[src/rtl/dsp_audio_pkg.sv]
// Shared audio constants and the I2S transmitter state type used by the mixer,
// the transmitter and the I2S receiver model.
package dsp_audio_pkg;

  localparam int unsigned SAMPLE_WIDTH      = 16;
  localparam int unsigned CLOCKS_PER_SAMPLE = 4 * SAMPLE_WIDTH;

  typedef enum logic [1:0] {
    IDLE  = 2'd0,
    RUN   = 2'd1,
    DRAIN = 2'd2
  } i2s_state_t;

endpackage

[src/rtl/dsp_i2s_transmitter_if.sv]
// Sample handoff from the DSP output latch plus the I2S serial lines to the DAC.
interface dsp_i2s_transmitter_if #(
  parameter int unsigned SAMPLE_WIDTH = dsp_audio_pkg::SAMPLE_WIDTH
);

  logic signed [SAMPLE_WIDTH-1:0] sample_l;
  logic signed [SAMPLE_WIDTH-1:0] sample_r;
  logic                           sample_valid;
  logic                           i2s_bclk;
  logic                           i2s_lrclk;
  logic                           i2s_sdata;

  modport master (
    output sample_l, sample_r, sample_valid,
    input  i2s_bclk, i2s_lrclk, i2s_sdata
  );

  modport slave (
    input  sample_l, sample_r, sample_valid,
    output i2s_bclk, i2s_lrclk, i2s_sdata
  );

endinterface

[src/rtl/dsp_i2s_transmitter.sv]
// Double-buffered stereo I2S serializer: one frame of 4*SAMPLE_WIDTH clocks per
// sample pair, with underrun/overrun status.
module dsp_i2s_transmitter #(
  parameter int unsigned SAMPLE_WIDTH = dsp_audio_pkg::SAMPLE_WIDTH
) (
  input  logic                        clock,
  input  logic                        reset,
  input  logic                        enable,
  input  logic                        mute,
  input  logic                        status_clear,
  dsp_i2s_transmitter_if.slave        io,
  output logic                        running,
  output logic                        overrun,
  output logic [7:0]                  underrun_count
);
  import dsp_audio_pkg::*;

  localparam int unsigned FRAME_CLKS = 4 * SAMPLE_WIDTH;
  localparam int unsigned PHASE_W    = $clog2(FRAME_CLKS);
  localparam int unsigned SLOT_W     = PHASE_W - 1;
  localparam int unsigned WORD_W     = 2 * SAMPLE_WIDTH;

  localparam logic [PHASE_W-1:0] PHASE_LAST   = PHASE_W'(FRAME_CLKS - 1);
  localparam logic [SLOT_W-1:0]  SLOT_LAST    = SLOT_W'(WORD_W - 1);
  localparam logic [SLOT_W-1:0]  LR_HIGH_FIRST = SLOT_W'(SAMPLE_WIDTH - 1);
  localparam logic [SLOT_W-1:0]  LR_HIGH_LAST  = SLOT_W'(WORD_W - 2);

  i2s_state_t          state;
  i2s_state_t          state_next;
  logic [PHASE_W-1:0]  phase;
  logic [SLOT_W-1:0]   slot;
  logic [WORD_W-1:0]   tx_word;
  logic [WORD_W-1:0]   hold_reg;
  logic [WORD_W-1:0]   sample_word;
  logic                hold_fresh;
  logic                boundary;
  logic                bclk_d;
  logic                lrclk_d;
  logic                sdata_d;

  assign slot        = phase[PHASE_W-1:1];
  assign sample_word = {io.sample_l, io.sample_r};
  assign boundary    = (state != IDLE) && (phase == PHASE_LAST);

  always_ff @(posedge clock or negedge reset) begin
    if (!reset) state <= IDLE;
    else        state <= state_next;
  end

  always_comb begin
    state_next = state;
    unique case (state)
      IDLE:    if (io.sample_valid && enable) state_next = RUN;
      RUN:     if (boundary && !enable)       state_next = DRAIN;
      DRAIN:   if (boundary)                  state_next = IDLE;
      default: state_next = IDLE;
    endcase
  end

  // tx_word is indexed by slot instead of shifted; LRCLK leads the MSB by one slot.
  always_comb begin
    bclk_d  = 1'b0;
    lrclk_d = 1'b0;
    sdata_d = 1'b0;
    if (state != IDLE) begin
      bclk_d  = phase[0];
      lrclk_d = (slot >= LR_HIGH_FIRST) && (slot <= LR_HIGH_LAST);
      sdata_d = tx_word[SLOT_LAST - slot];
    end
  end

  always_ff @(posedge clock or negedge reset) begin
    if (!reset) begin
      io.i2s_bclk  <= 1'b0;
      io.i2s_lrclk <= 1'b0;
      io.i2s_sdata <= 1'b0;
      running      <= 1'b0;
    end else begin
      io.i2s_bclk  <= bclk_d;
      io.i2s_lrclk <= lrclk_d;
      io.i2s_sdata <= sdata_d;
      running      <= (state_next == RUN);
    end
  end

  always_ff @(posedge clock or negedge reset) begin
    if (!reset) begin
      phase      <= '0;
      tx_word    <= '0;
      hold_reg   <= '0;
      hold_fresh <= 1'b0;
    end else begin
      unique case (state)
        IDLE: begin
          phase <= '0;
          if (io.sample_valid && enable) tx_word <= sample_word;
        end
        RUN: begin
          phase <= boundary ? '0 : phase + PHASE_W'(1);
          if (!boundary) begin
            if (io.sample_valid) begin
              hold_reg   <= sample_word;
              hold_fresh <= 1'b1;
            end
          end else begin
            // A boundary strobe bypasses hold_reg, so an underrun later replays
            // the last sample that went through the hold register.
            hold_fresh <= 1'b0;
            if (!enable || mute)      tx_word <= '0;
            else if (io.sample_valid) tx_word <= sample_word;
            else                      tx_word <= hold_reg;
          end
        end
        DRAIN: begin
          phase   <= boundary ? '0 : phase + PHASE_W'(1);
          tx_word <= '0;
        end
        default: phase <= '0;
      endcase
    end
  end

  always_ff @(posedge clock or negedge reset) begin
    if (!reset) begin
      overrun        <= 1'b0;
      underrun_count <= '0;
    end else if (status_clear) begin
      overrun        <= 1'b0;
      underrun_count <= '0;
    end else begin
      if ((state == RUN) && !boundary && io.sample_valid && hold_fresh)
        overrun <= 1'b1;
      if ((state == RUN) && boundary && enable && !io.sample_valid && !hold_fresh
          && (underrun_count != '1))
        underrun_count <= underrun_count + 8'd1;
    end
  end

endmodule

[src/flat_wrapper.sv]
// flat-port wrapper written by rule: the top's interface ports become plain ports
module dsp_i2s_transmitter_flat import dsp_audio_pkg::*;
#(
  parameter int unsigned SAMPLE_WIDTH = dsp_audio_pkg::SAMPLE_WIDTH
)
  (clock, reset, enable, mute, status_clear, running, overrun, underrun_count, io_sample_l, io_sample_r, io_sample_valid, io_i2s_bclk, io_i2s_lrclk, io_i2s_sdata);
  dsp_i2s_transmitter_if #(.SAMPLE_WIDTH(SAMPLE_WIDTH)) io_i ();
  input  logic clock;
  input  logic reset;
  input  logic enable;
  input  logic mute;
  input  logic status_clear;
  output logic running;
  output logic overrun;
  output logic [7:0] underrun_count;
  input wire logic [$bits(io_i.sample_l)-1:0] io_sample_l;
  input wire logic [$bits(io_i.sample_r)-1:0] io_sample_r;
  input wire logic [$bits(io_i.sample_valid)-1:0] io_sample_valid;
  output wire logic [$bits(io_i.i2s_bclk)-1:0] io_i2s_bclk;
  output wire logic [$bits(io_i.i2s_lrclk)-1:0] io_i2s_lrclk;
  output wire logic [$bits(io_i.i2s_sdata)-1:0] io_i2s_sdata;
  assign io_i.sample_l = io_sample_l;
  assign io_i.sample_r = io_sample_r;
  assign io_i.sample_valid = io_sample_valid;
  assign io_i2s_bclk = io_i.i2s_bclk;
  assign io_i2s_lrclk = io_i.i2s_lrclk;
  assign io_i2s_sdata = io_i.i2s_sdata;
  dsp_i2s_transmitter #(.SAMPLE_WIDTH(SAMPLE_WIDTH)) u_core (.clock(clock), .reset(reset), .enable(enable), .mute(mute), .status_clear(status_clear), .io(io_i), .running(running), .overrun(overrun), .underrun_count(underrun_count));
endmodule
[config.mk]
export PLATFORM = sky130hd
export DESIGN_NAME = dsp_i2s_transmitter_flat
export DESIGN_NICKNAME = d
export VERILOG_FILES = /design/src/rtl/dsp_audio_pkg.sv /design/src/rtl/dsp_i2s_transmitter_if.sv /design/src/rtl/dsp_i2s_transmitter.sv /design/src/flat_wrapper.sv
export SDC_FILE = /design/constraint.sdc
export NUM_CORES = 1
export LEC_CHECK = 0
export CELL_PAD_IN_SITES_DETAIL_PLACEMENT = 0
export CELL_PAD_IN_SITES_GLOBAL_PLACEMENT = 1
export CORE_MARGIN = 1
export CORE_UTILIZATION = 46
export DETAILED_ROUTE_END_ITERATION = 12
export PLACE_DENSITY_LB_ADDON = 0.1
export SYNTH_ARGS = -nofsm -noshare
export SYNTH_HDL_FRONTEND = slang
export SYNTH_SLANG_ARGS = --single-unit
[constraint.sdc]
create_clock -name clock -period 2.7 [get_ports clock]
set_input_delay 0.27 -clock clock [delete_from_list [all_inputs] [get_ports clock]]
set_output_delay 0.27 -clock clock [all_outputs]
set_load 0.02 [all_outputs]
==> flow_metrics.env <==
export IMPL_clock_latency_ps=360
export IMPL_hpwl_mm=5.551
export IMPL_antenna_cells=0
export IMPL_nets=418
export IMPL_synth_flop_cell="dfrtp_1"
export IMPL_worst_ep_arrival_time_ps=2460
export IMPL_worstSetupPathType="register to register"
export IMPL_dr_pass1_iters=4
export IMPL_crit_chain="inv_1 -> ha_1 -> and4b_2 -> nand2_4 -> a221o_4 -> mux2_4"
export IMPL_end_kind="register"
export IMPL_antenna_left=0
export IMPL_start_util_pct=48.37
export IMPL_totalWireLength_mm=8.159
export IMPL_maxSlewViolCount=0
export IMPL_synth_edff_count=0
export IMPL_clock_fmax_mhz=451.1
export IMPL_routed_via_density=5.526
export IMPL_wl_per_cell_um=16.75
export IMPL_clockBufferDepth=2
export IMPL_port_buffers=50
export IMPL_p_leak_uw=0.002243
export IMPL_post_cts_resized=0
export IMPL_dieArea_um2=9740
export IMPL_whs_ps=432.3
export IMPL_max_cap_viol_count=0
export IMPL_slew_headroom_pct=60.62
export IMPL_setup_violations=0
export IMPL_boundaryPins=51
export IMPL_seq_area_um2=2152
export IMPL_dr_first_iter_drc_count=111
export IMPL_power_share_sequential_pct=42.1
export IMPL_power_density_nw_per_um2=958.7
export IMPL_cts_setup_buffers=0
export IMPL_grt_pass1_vias=2808
export IMPL_synth_xor_area_share_pct=1.018
export IMPL_design_core_area_um2=8891
export IMPL_die_y_um=98.69
export IMPL_finalCritPeriodShare_pct=82.11
export IMPL_worst_pin_slew_ps=590.7
export IMPL_gr_total_overflow=0
export IMPL_ys_seq_elements=86
export IMPL_synth_nets=367
export IMPL_slowest_delay_ps=610
export IMPL_critPathLaunchType="register"
export IMPL_rsz0062_at_grt="no"
export IMPL_drive_gt1_share_pct=28.23
export IMPL_synthSimpleGateAreaFrac_pct=7.565
export IMPL_cts_root_buf="clkbuf_8"
export IMPL_required_ps=2940
export IMPL_peakVddDrop_v=0.0004916
export IMPL_synth_top_family_by_area="multiplexers"
export IMPL_power_frac_clock_pct=19.9
export IMPL_area_delta_synth_final_pct=19.41
export IMPL_critPathMaxFanout=32
export IMPL_min_period_ps=2217
export IMPL_tns_ps=0
export IMPL_postSynthCellCount=323
export IMPL_synth_distinct_cells=52
export IMPL_min_path_type="input pin to async pin"
export IMPL_ys_seq_area_share_pct=50.04
export IMPL_synth_mux_area_share_pct=23.77
export IMPL_grt_use_total_pct=18.82
export IMPL_switchingPower_uw=1449
export IMPL_rows=34
export IMPL_drc_errors=0
export IMPL_synth_avg_cell_area_um2=13.31
export IMPL_switching_share_pct=29.43
export IMPL_finalNonFillerCells=487
export IMPL_path_clk_slew_ps=90
export IMPL_gp_congestion=0.7605
export IMPL_crit_slowest_cell="a221o_4"
export IMPL_vias=2691
export IMPL_synth_area_um2=4300
export IMPL_numCtsBuffers=9
export IMPL_grt_pass1_wl_mm=14.35
export IMPL_pwr_share_comb_pct=37.9
export IMPL_multi_input_area_um2=1996
export IMPL_hold_violations=0
export IMPL_ys_async_sr_fraction_pct=100.0
export IMPL_antenna_found_initial=0
export IMPL_grt_max_degree=45
export IMPL_cts_tree="done"
export IMPL_cts_htree_levels=3
export IMPL_cts_sinks=86
export IMPL_yosys_warnings=0
export IMPL_fin_skew_ps=14.16
export IMPL_dp_cells=470
export IMPL_synth_compound_area_share_pct=12.10
export IMPL_fillers=738
export IMPL_report_power_total_uw=4923
export IMPL_die_width_um=98.69
export IMPL_synthAdderAreaFrac_pct=1.746
export IMPL_final_util_pct=57.75
export IMPL_internal_power_uw=3474
export IMPL_status="finished, final reports clean"
layout by cell type, fill, tap and decap left out, types with 5 or more instances in the layout:
cell type	synthesis	layout
ha_1	6	6
nor2_1	9	9
mux2_2	36	36
a22o_1	32	32
dfrtp_1	86	86
nand2_1	11	11
mux4_2	6	6
mux2_4	30	30
inv_1	6	6
nand3_1	9	9
clkdlybuf4s50_1	0	49
clkbuf_8	0	9
or4_1	5	5
a21oi_1	9	9
buf_4	2	13
metal layers:
metal / routed length (um) / global-route usage, % / vias to the layer above
li1: - / - / 1315
met1: 4160 / 27.13 / 1319
met2: 3633 / 28.28 / 49
met3: 252 / 3.901 / 8
met4: 113 / 6.659 / 0
met5: 0 / 0 / -
cell usage after synthesis, drive strengths merged (2+ instances only):
master,count,share of area (%)
mux4,6,3.1
ha,6,1.7
nor2,9,0.79
mux2,67,20
nor3,2,0.23
mux2i,2,0.47
o21ai,5,0.58
nand2,12,1.2
and2,4,0.58
a22o,32,6.5
buf,15,2.4
xor2,4,0.81
inv,6,0.52
o31ai,4,0.70
nor2b,3,0.44
a21oi,9,1.0
and3,2,0.29
nand3,9,1.0
or4,5,0.87
nand4,2,0.29
dfrtp,86,50
clkbuf,9,0.81
a211oi,4,0.70
power groups by stage:
stage	Combinational, uW	Sequential (uW)	Clock (uW)
floorplan	1550	2030	0
global placement	1860	2080	0
detailed placement	1890	2090	0
CTS	1900	2070	1010
global route	2050	2140	1070
finish	1870	2070	982
final timing paths:
path / start / end / slack [ps] / cells after the start
min in group clock: u_core.hold_reg[14] / u_core.hold_reg[14] / 510 / 1
worst max register to register: u_core.state[0] / u_core.tx_word[24] / 480 / 6
worst min register to register: u_core.hold_reg[14] / u_core.hold_reg[14] / 510 / 1
worst max-delay path: u_core.state[0] / u_core.tx_word[24] / 480 / 6
worst min-delay path: reset / u_core.underrun_count[4] / 430 / 2
max in group asynchronous: reset / u_core.tx_word[16] / 1640 / 3
timing repair:
action	in CTS	in global routing
hold endpoints to repair	42	0
hold buffers	1	0
setup endpoints to repair	0	0
worst max-delay path: cells and delay by family, from the launching register on:
kind | cells | cell delay, ps
AND/OR/NAND/NOR | 2 | 410
buffers and inverters | 1 | 100
flip-flops | 1 | 380
multiplexers | 1 | 370
AO/OA/AOI/OAI | 1 | 610
adder cells (fa/ha/maj) | 1 | 210
cell families after synthesis:
kind of cell,after synthesis
flip-flops,86
multiplexers,75
AO/OA/AOI/OAI,65
AND/OR/NAND/NOR,56
buffers and inverters,30
adder cells (fa/ha/maj),6
XOR/XNOR,5
per-stage QoR:
stage	worst slack (ps)	instance area, um2
floorplan	561.5	4300
global placement	487.9	4913
detailed placement	458.6	4913
CTS	489.6	5135
global route	383.6	5135
finish	483.1	5135
final cells by class:
cell class                 instances  share of cell area (%)
sequential                        86                   41.91
inverter                           6                  0.4386
timing repair buffer              64                   12.04
multi-input combinational        207                   38.86
tap                              108                   2.632
clock inverter                     6                   1.633
clock buffer                      10                   2.485
Power figures use the tool's default switching activity.
